**src/rtl/dram_bus_pkg.sv**
```systemverilog
// Shared definitions for the DRAM-style bus responder.
// Holds default widths, the register map helpers (CTRL/STAT sit at the
// top two word addresses), and the bit positions used inside CTRL and STAT.
package dram_bus_pkg;

  localparam int DWIDTH = 8;
  localparam int AWIDTH = 4;

  // CTRL bit positions
  localparam int LOCK   = 0;
  localparam int IRQ_EN = 1;

  // STAT bit positions
  localparam int ERR     = 0;
  localparam int CNT_LSB = 1;

  // STAT write-1-to-clear positions: bit0 clears err, MSB clears wr_cnt
  localparam int STAT_CLR_ERR = 0;

  // Kind of bus activity seen on the current edge
  typedef enum logic [1:0] {
    ACC_NONE  = 2'd0,
    ACC_READ  = 2'd1,
    ACC_WRITE = 2'd2
  } acc_e;

  function automatic int stat_clr_cnt(input int dw);
    return dw - 1;
  endfunction

  function automatic int ctrl_addr(input int aw);
    return (2 ** aw) - 2;
  endfunction

  function automatic int stat_addr(input int aw);
    return (2 ** aw) - 1;
  endfunction

endpackage

```
**src/rtl/dram_bus_responder_if.sv**
```systemverilog
// Bus bundle between initiator (master) and responder (slave).
// Signals:
//   i_rw      0 = write, 1 = read (driven by initiator)
//   i_csn     active-low chip select (driven by initiator)
//   i_address word address (driven by initiator)
//   i_data    write data (driven by initiator)
//   o_data    read data (driven by responder)
//   o_data_oe responder is driving valid read data
interface dram_bus_responder_if
  import dram_bus_pkg::*;
#(
  parameter int dwidth = DWIDTH,
  parameter int awidth = AWIDTH
);

  logic              i_rw;
  logic              i_csn;
  logic [awidth-1:0] i_address;
  logic [dwidth-1:0] i_data;
  logic [dwidth-1:0] o_data;
  logic              o_data_oe;

  modport master (
    output i_rw, i_csn, i_address, i_data,
    input  o_data, o_data_oe
  );

  modport slave (
    input  i_rw, i_csn, i_address, i_data,
    output o_data, o_data_oe
  );

endinterface

```
**src/rtl/dram_bus_ram.sv**
```systemverilog
// Word storage for the responder: depth x dwidth registers with a
// synchronous write enable, asynchronous read and synchronous clear.
// Ports:
//   i_ck     clock
//   i_rstn   synchronous active-low clear of every word
//   i_we     write enable (caller already qualified address range)
//   i_waddr  write address
//   i_wdata  write data
//   i_raddr  read address; out-of-range addresses read 0
//   o_rdata  combinational read data
module dram_bus_ram #(
  parameter int dwidth = 8,
  parameter int awidth = 4,
  parameter int depth  = 14
) (
  input  logic              i_ck,
  input  logic              i_rstn,
  input  logic              i_we,
  input  logic [awidth-1:0] i_waddr,
  input  logic [dwidth-1:0] i_wdata,
  input  logic [awidth-1:0] i_raddr,
  output logic [dwidth-1:0] o_rdata
);

  // Sized to the full address space so the read index never goes out of range.
  logic [dwidth-1:0] words [2**awidth];

  genvar gi;
  generate
    for (gi = 0; gi < depth; gi++) begin : g_word
      logic [dwidth-1:0] word_q;
      logic [dwidth-1:0] word_d;

      always_comb begin
        word_d = word_q;
        if (i_we && (i_waddr == awidth'(gi))) begin
          word_d = i_wdata;
        end
      end

      always_ff @(posedge i_ck) begin
        if (!i_rstn) begin
          word_q <= '0;
        end else begin
          word_q <= word_d;
        end
      end

      assign words[gi] = word_q;
    end

    for (gi = depth; gi < 2**awidth; gi++) begin : g_pad
      assign words[gi] = '0;
    end
  endgenerate

  assign o_rdata = words[i_raddr];

endmodule

```
**src/rtl/dram_bus_responder.sv**
```systemverilog
// Responder end of the single-cycle DRAM-style bus.
// Every rising edge with i_rstn = 1 and i_csn = 0 is one access. Reads are
// combinational so data is valid before the edge the initiator samples on.
// Map: 0..N-3 RAM, N-2 CTRL {irq_en, lock}, N-1 STAT {wr_cnt, err}.
// Ports:
//   i_ck    clock
//   i_rstn  synchronous active-low reset
//   bus     slave side of the bus bundle
//   o_irq   registered STAT.err & CTRL.irq_en
module dram_bus_responder
  import dram_bus_pkg::*;
#(
  parameter int dwidth = DWIDTH,
  parameter int awidth = AWIDTH
) (
  input  logic                  i_ck,
  input  logic                  i_rstn,
  dram_bus_responder_if.slave   bus,
  output logic                  o_irq
);

  localparam int                NWORDS = (2 ** awidth) - 2;
  localparam logic [awidth-1:0] CTRL_A = awidth'(ctrl_addr(awidth));
  localparam logic [awidth-1:0] STAT_A = awidth'(stat_addr(awidth));
  localparam int                CLR_CNT = stat_clr_cnt(dwidth);

  logic [1:0]        ctrl_q, ctrl_d;
  logic              err_q, err_d;
  logic [dwidth-2:0] cnt_q, cnt_d;
  logic              irq_q, irq_d;

  acc_e              acc;
  logic              is_ram;
  logic              ram_we;
  logic [dwidth-1:0] ram_rdata;
  logic [dwidth-1:0] rd_word;

  // Classify the edge. An unknown rw or csn falls into the else branch, so
  // unknown rw is a read and unknown csn is no access.
  always_comb begin
    acc = ACC_NONE;
    if (i_rstn && (bus.i_csn == 1'b0)) begin
      if (bus.i_rw == 1'b0) begin
        acc = ACC_WRITE;
      end else begin
        acc = ACC_READ;
      end
    end
  end

  assign is_ram = (bus.i_address < CTRL_A);

  always_comb begin
    ctrl_d = ctrl_q;
    err_d  = err_q;
    cnt_d  = cnt_q;
    ram_we = 1'b0;
    if (acc == ACC_WRITE) begin
      if (is_ram) begin
        if (ctrl_q[LOCK]) begin
          err_d = 1'b1;
        end else begin
          ram_we = 1'b1;
          cnt_d  = cnt_q + 1'b1;
        end
      end else if (bus.i_address == CTRL_A) begin
        ctrl_d = bus.i_data[1:0];
      end else begin
        // Both clears may land in the same write.
        if (bus.i_data[STAT_CLR_ERR]) begin
          err_d = 1'b0;
        end
        if (bus.i_data[CLR_CNT]) begin
          cnt_d = '0;
        end
      end
    end
  end

  // Interrupt follows the current register values, one edge late.
  assign irq_d = err_q & ctrl_q[IRQ_EN];

  always_ff @(posedge i_ck) begin
    if (!i_rstn) begin
      ctrl_q <= '0;
      err_q  <= 1'b0;
      cnt_q  <= '0;
      irq_q  <= 1'b0;
    end else begin
      ctrl_q <= ctrl_d;
      err_q  <= err_d;
      cnt_q  <= cnt_d;
      irq_q  <= irq_d;
    end
  end

  dram_bus_ram #(
    .dwidth (dwidth),
    .awidth (awidth),
    .depth  (NWORDS)
  ) u_ram (
    .i_ck    (i_ck),
    .i_rstn  (i_rstn),
    .i_we    (ram_we),
    .i_waddr (bus.i_address),
    .i_wdata (bus.i_data),
    .i_raddr (bus.i_address),
    .o_rdata (ram_rdata)
  );

  always_comb begin
    rd_word = ram_rdata;
    if (bus.i_address == CTRL_A) begin
      rd_word = {{(dwidth-2){1'b0}}, ctrl_q};
    end else if (bus.i_address == STAT_A) begin
      rd_word = {cnt_q, err_q};
    end
  end

  assign bus.o_data    = (acc == ACC_READ) ? rd_word : '0;
  assign bus.o_data_oe = (acc == ACC_READ);
  assign o_irq         = irq_q;

endmodule

```
**src/flat_wrapper.sv**
```systemverilog
// flat-port wrapper written by rule: the top's interface ports become plain ports
module dram_bus_responder_flat import dram_bus_pkg::*;
#(
  parameter int dwidth = DWIDTH,
  parameter int awidth = AWIDTH
)
  (i_ck, i_rstn, o_irq, bus_i_rw, bus_i_csn, bus_i_address, bus_i_data, bus_o_data, bus_o_data_oe);
  dram_bus_responder_if #(.dwidth(dwidth), .awidth(awidth)) bus_i ();
  input  logic i_ck;
  input  logic i_rstn;
  output logic o_irq;
  input wire logic [$bits(bus_i.i_rw)-1:0] bus_i_rw;
  input wire logic [$bits(bus_i.i_csn)-1:0] bus_i_csn;
  input wire logic [$bits(bus_i.i_address)-1:0] bus_i_address;
  input wire logic [$bits(bus_i.i_data)-1:0] bus_i_data;
  output wire logic [$bits(bus_i.o_data)-1:0] bus_o_data;
  output wire logic [$bits(bus_i.o_data_oe)-1:0] bus_o_data_oe;
  assign bus_i.i_rw = bus_i_rw;
  assign bus_i.i_csn = bus_i_csn;
  assign bus_i.i_address = bus_i_address;
  assign bus_i.i_data = bus_i_data;
  assign bus_o_data = bus_i.o_data;
  assign bus_o_data_oe = bus_i.o_data_oe;
  dram_bus_responder #(.dwidth(dwidth), .awidth(awidth)) u_core (.i_ck(i_ck), .i_rstn(i_rstn), .bus(bus_i), .o_irq(o_irq));
endmodule
```
**config.mk**
```make
export PLATFORM = sky130hd
export DESIGN_NAME = dram_bus_responder_flat
export DESIGN_NICKNAME = d
export VERILOG_FILES = /design/src/rtl/dram_bus_pkg.sv /design/src/rtl/dram_bus_responder_if.sv /design/src/rtl/dram_bus_ram.sv /design/src/rtl/dram_bus_responder.sv /design/src/flat_wrapper.sv
export SDC_FILE = /design/constraint.sdc
export NUM_CORES = 1
export LEC_CHECK = 0
export ABC_AREA = 0
export BUFFER_PORTS_ARGS = -buffer_cell sky130_fd_sc_hd__buf_2
export CORE_MARGIN = 3
export CORE_UTILIZATION = 45
export CTS_CLUSTER_DIAMETER = 200
export DETAILED_ROUTE_END_ITERATION = 8
export PLACE_DENSITY = 0.72
export RECOVER_POWER = 50
export SETUP_SLACK_MARGIN = 0.3
export SYNTH_ARGS = -nofsm -noshare
export SYNTH_HDL_FRONTEND = slang
export SYNTH_SLANG_ARGS = --single-unit
```
**constraint.sdc**
```tcl
create_clock -name i_ck -period 2 [get_ports i_ck]
set_clock_uncertainty 0.2 [all_clocks]
set_input_delay 0.4 -clock i_ck [delete_from_list [all_inputs] [get_ports i_ck]]
set_output_delay 0.4 -clock i_ck [all_outputs]
set_load 0.1 [all_outputs]
```
## After elaboration in Yosys (flattened, before gate mapping)

Cells that the tools add are included.

- Bitwise gates (word level): 4
- Mux-type cells: 19
- $lt $le $gt $ge: 2
- Equal/unequal tests: 20
- $add $sub $neg: 1
- Reduce and logical (&&, ||, !) cells: 21

Operator list:

| cell | count |
|---|---|
| $mux 8 | 5 |
| $bmux 8 s4 | 1 |
| $eq 4x4->1 const B | 8 |
| $mux 7 | 4 |
| $eq 4x3->1 const B | 4 |
| $logic_and 1x1->1 | 15 |
| $eq 4x2->1 const B | 2 |
| $reduce_and 4->1 | 2 |
| $add 7x1->7 const B | 1 |
| $mux 1 | 7 |
| $ge 5x5->1 const B | 1 |
| $not 4->5 | 1 |
| $eq 4x1->1 const B | 1 |
| $logic_not 4->1 | 1 |
| $lt 4x4->1 const B | 1 |
| $mux 2 | 2 |
| $ne 2x1->1 const B | 2 |
| $reduce_bool 2->1 | 2 |
| $reduce_and 3->1 | 1 |
| $eq 2x1->1 const B | 1 |
| $eq 2x2->1 const B | 1 |
| $ne 2x2->1 const B | 1 |
| $not 1->1 | 2 |
| $and 1x1->1 | 1 |

- Bits of input ports: 16
- Register bits after elaboration: 123
- Output and inout bits: 10

## Longest topological paths before layout

- Depth after elaboration: 7
- Depth in mapped cells: 7
- Gate-level depth less buffers: 4

## Cells and area by module

A second synthesis with hierarchy kept.

- Cells, all modules: 641
- Area total of the unflattened synthesis: 5984.5 µm²

By module, submodules not included:

| module | cells an instance | times used | area an instance (µm²) |
|---|---|---|---|
| dram_bus_ram | 549 | 1 | 5295.1 |
| dram_bus_responder | 92 | 1 | 689.4 |

## Worst setup path after synthesis

OpenSTA, ideal clock, no wires.

- Kind: input to output
- From: in i_rstn
- To: out bus_o_data[2]
- Required time: 1.400 ns
- Stages: 5
- Slack: -1.835 ns
- Arrival time: 3.235 ns
- Path through: buf_2 and3b_1 o21a_1 o21ai_0 a21oi_1

- Longest elaborated chain between the ends: 4

Ends and longest elaborated chain:

| what | RTL line | source |
|---|---|---|
| start, declared | flat_wrapper.sv:10 | `input logic i_rstn;` |
| $logic_and 1x1->1 | dram_bus_responder.sv:42 | `if (i_rstn && (bus.i_csn == 1'b0)) begin` |
| $mux 2 | dram_bus_responder.sv:42 |  |
| $eq 2x1->1 | - |  |
| net bus_o_data_oe | flat_wrapper.sv:17 | `output wire logic [$bits(bus_i.o_data_oe)-1:0] bus_o_data_oe;` |
| $mux 8 | dram_bus_responder.sv:120 | `assign bus.o_data = (acc == ACC_READ) ? rd_word : '0;` |
| end, declared | flat_wrapper.sv:16 | `output wire logic [$bits(bus_i.o_data)-1:0] bus_o_data;` |

The timed path passes the listed nets, and every way through them passes these cells.

## Final worst setup path

- From: in bus_i_address[1]
- To: out bus_o_data[1]

- Longest elaborated chain between the ends: 7

Ends and longest elaborated chain:

| what | RTL line | source |
|---|---|---|
| start, declared | flat_wrapper.sv:14 | `input wire logic [$bits(bus_i.i_address)-1:0] bus_i_address;` |
| $not 4->5 (implied by the code) | dram_bus_ram.sv:57 | `assign o_rdata = words[i_raddr];` |
| $bmux 8 s4 | dram_bus_ram.sv:57 |  |
| $mux 8 (implied by the code) (2 in a row) | dram_bus_ram.sv:57 |  |
| $mux 8 | dram_bus_responder.sv:115 | `end else if (bus.i_address == STAT_A) begin` |
| $mux 8 (*) | dram_bus_responder.sv:113 | `if (bus.i_address == CTRL_A) begin` |
| $mux 8 (*) | dram_bus_responder.sv:120 |  |

Every way passes the cells marked *; elsewhere a longest branch is shown, timed or not. The select of a mux whose other input is x is not followed.

==> impl_metrics.toml <==
[timing]
fin_crit_ns = 2.40
hold_viol = 0
rsz0062_at_grt = "yes"
setup_viol = 89
fin_crit_sh_pct = 120
relSlewSlack_pct = 55.6
worst_slack_ns = -0.402
fmax_mhz = 416
slew_viol_final = 0
worst_slew_pin_slew_ns = 0.667

[job]
maxCapViolations = 0

[cts]
cts_root_buf = "clkbuf_16"
cts_sinks = 123
cts.clk_slew.worst_paths_ns = 0.05
cts_tree = "yes"
htree_levels = 4
clk_latency_ns = 0.42
cts_max_path_buffers = 2
numCtsBuffers = 17

[detailed_routing]
drt-total-wl_mm = 20.0
wl_per_cell_um = 22.0
num_vias = 5603
vias_per_cell = 6.14
drtIter0Drc = 687
drtAntennaViolNets = 0
dr.pass1.iters = 5
drcViolationCount = 0

[worst_setup_path]
r2r-end = "u_core.u_ram.g_word[7].word_q[7]"
critPathRequiredTime_ns = 1.40
cp.arrival_ns = 1.80
r2r-start = "u_core.ctrl_q[0]"
endpoint_kind = "output pin"
r2r_slack_ns = -0.05
crit_fanout = 10
rr_worst_depth = 7
path_class = "input port to output pin"
start_kind = "input port"

[placement]
place_area_um2 = 6980
gp_congestion = 0.903
io_buffers = 25
dp_hpwl_mm = 11.4

[cells_and_area]
final_cell_mix = "dfxtp_1, mux2i_1, nand2_1"
layout-drive-gt1-share_pct = 40.3
final_area_um2 = 8520
antenna_cells = 0
area_delta_synth_final_pct = 46.9
final_common_cell = "dfxtp_1"
fin_nets = 748

[die]
fp.dieW_um = 120
pin_count = 26
coreArea_um2 = 12300
die_area_um2 = 14300
die_height_um = 120
rows = 40
initial_utilization_pct = 47.1

[yosys]
ys.flop_type = "dfxtp_1"
synth-seq-area-share_pct = 42.5
synth_cell_types = 47
yosysTopAreaCellShare_pct = 42.5
synthTopCellsByArea = "dfxtp_1, mux2i_1, o21ai_0, nor2b_1, nand2_1"
synth-seq-cells = 123
synth_top_cell_by_area = "dfxtp_1"
syn_area_um2 = 5800
avgSynthCellArea_um2 = 9.17
synth_edf_count = 0
async_flop_share_pct = 0
netlist_instances = 632
synth_nets = 649
ys_warn_count = 0

[power]
finalPower_mw = 6.09
power_density_nw_per_um2 = 715
ir_drop_mv = 0.735
p_leak_nw = 3.26

[grt]
grt_pass1_wl_mm = 29.1
antenna_found_initial = 0
track_usage_pct = 26.2
grt_pass1_vias = 5297
gr-total-overflow = 0
grt_max_degree = 79

[min_path]
hold_end = "u_core.u_ram.g_word[11].word_q[4]"
min_from = "bus_i_data[4]"
hold_class = "input port to flop"
hold_path_depth = 3

[status]
status = "complete, but fails checks"
violations = "negative setup slack"
worst max-delay path by stage:
stage                                            from       endpoint  slack (ns)
floorplan                            bus_i_address[0]  bus_o_data[6]       -0.45
global placement                     bus_i_address[1]  bus_o_data[6]       -0.53
detailed placement                   bus_i_address[1]  bus_o_data[6]       -0.58
CTS                 u_core.u_ram.g_word[10].word_q[0]  bus_o_data[0]       -0.38
global route        u_core.u_ram.g_word[11].word_q[1]  bus_o_data[1]       -0.45
finish                               bus_i_address[1]  bus_o_data[1]       -0.40
worst max-delay path, stage by stage:
cell and delay [ns]:
buf_12 0.13, buf_12 0.15, mux2i_2 0.16, a221oi_2 0.32, o21ai_1 0.13, buf_4 0.17
a21oi_4 0.14, buf_12 0.19
power by group:
group | internal [mW] | switching [mW]
combinational | 0.275 | 0.367
sequential | 2.46 | 0.0113
clock | 1.81 | 1.16
synth_stat cells (all sizes together), types with 2 or more instances:
| cell type | n |
|---|---|
| mux2i | 82 |
| dfxtp | 123 |
| and2 | 3 |
| a31o | 2 |
| or3 | 4 |
| or3b | 2 |
| mux2 | 3 |
| a21oi | 20 |
| o221ai | 2 |
| a31oi | 3 |
| and3 | 4 |
| nand4 | 2 |
| o21a | 3 |
| a221oi | 8 |
| nor3b | 3 |
| inv | 9 |
| nor3 | 2 |
| nand3b | 2 |
| o22ai | 7 |
| nand2 | 71 |
| nor2b | 51 |
| o221a | 2 |
| nor2 | 5 |
| nand3 | 49 |
| o21ai | 95 |
| nor4b | 2 |
| nor4 | 3 |
| buf | 25 |
| mux4 | 8 |
| clkbuf | 29 |
kinds of logic (layout without fill, tap and decap cells):
| group | count (synthesis) | after routing | synth area share [%] |
|---|---|---|---|
| simple gates | 207 | 207 | 20.0 |
| mux | 93 | 93 | 17.8 |
| buf+inv | 63 | 175 | 5.37 |
| flops | 123 | 123 | 42.5 |
| fa+ha+maj | 1 | 1 | 0.216 |
| compound gates | 145 | 145 | 14.1 |
through the flow:
step           utilization [%]  TNS (ns)  setup WS, ns  hold slack, ns  cells
6_report                  69.2    -14.28        -0.402           0.133    912
5_1_grt                   69.2    -22.81        -0.450           0.146    912
4_1_cts                   66.5     -2.76        -0.382           0.120    903
3_5_place_dp              56.7    -21.99        -0.579           0.250    854
3_3_place_gp              56.7    -17.23        -0.534           0.238    854
2_1_floorplan                -     -3.57        -0.447           0.228    632
metal layers:
metal / up-vias / share of wire [%] / routed length, µm / GRT usage [%]
li1: 2471 / - / - / -
met1: 2729 / 40 / 8100 / 33.3
met2: 320 / 47 / 9450 / 42.1
met3: 83 / 8.0 / 1600 / 6.55
met4: 0 / 4.5 / 905 / 12.0
met5: - / 0 / 0 / 0
final cells by class:
class / instances / area [µm²]
Clock buffer: 23 / 478
Clock inverter: 9 / 88.8
Fill cell: 811 / 3800
Inverter: 9 / 33.8
Multi-Input combinational cell: 446 / 3660
Sequential cell: 123 / 2490
Tap cell: 168 / 210
Timing Repair Buffer: 134 / 1550
timing repair:
| action | CTS | global route |
|---|---|---|
| setup endpoints to repair | 101 | 123 |
| cloned | 5 | 2 |
| pin swaps | 17 | 24 |
| buffers inserted | 12 | 7 |
| hold buffers | 0 | 0 |
| gates resized for setup | 121 | 93 |
registers in the layout, indices dropped and copies added, names as in the netlist:
register / count
u_core.cnt_q: 7
u_core.err_q: 1
u_core.ctrl_q: 2
u_core.u_ram.g_word.word_q: 112
u_core.o_irq: 1
Power figures use the tool's default switching activity.
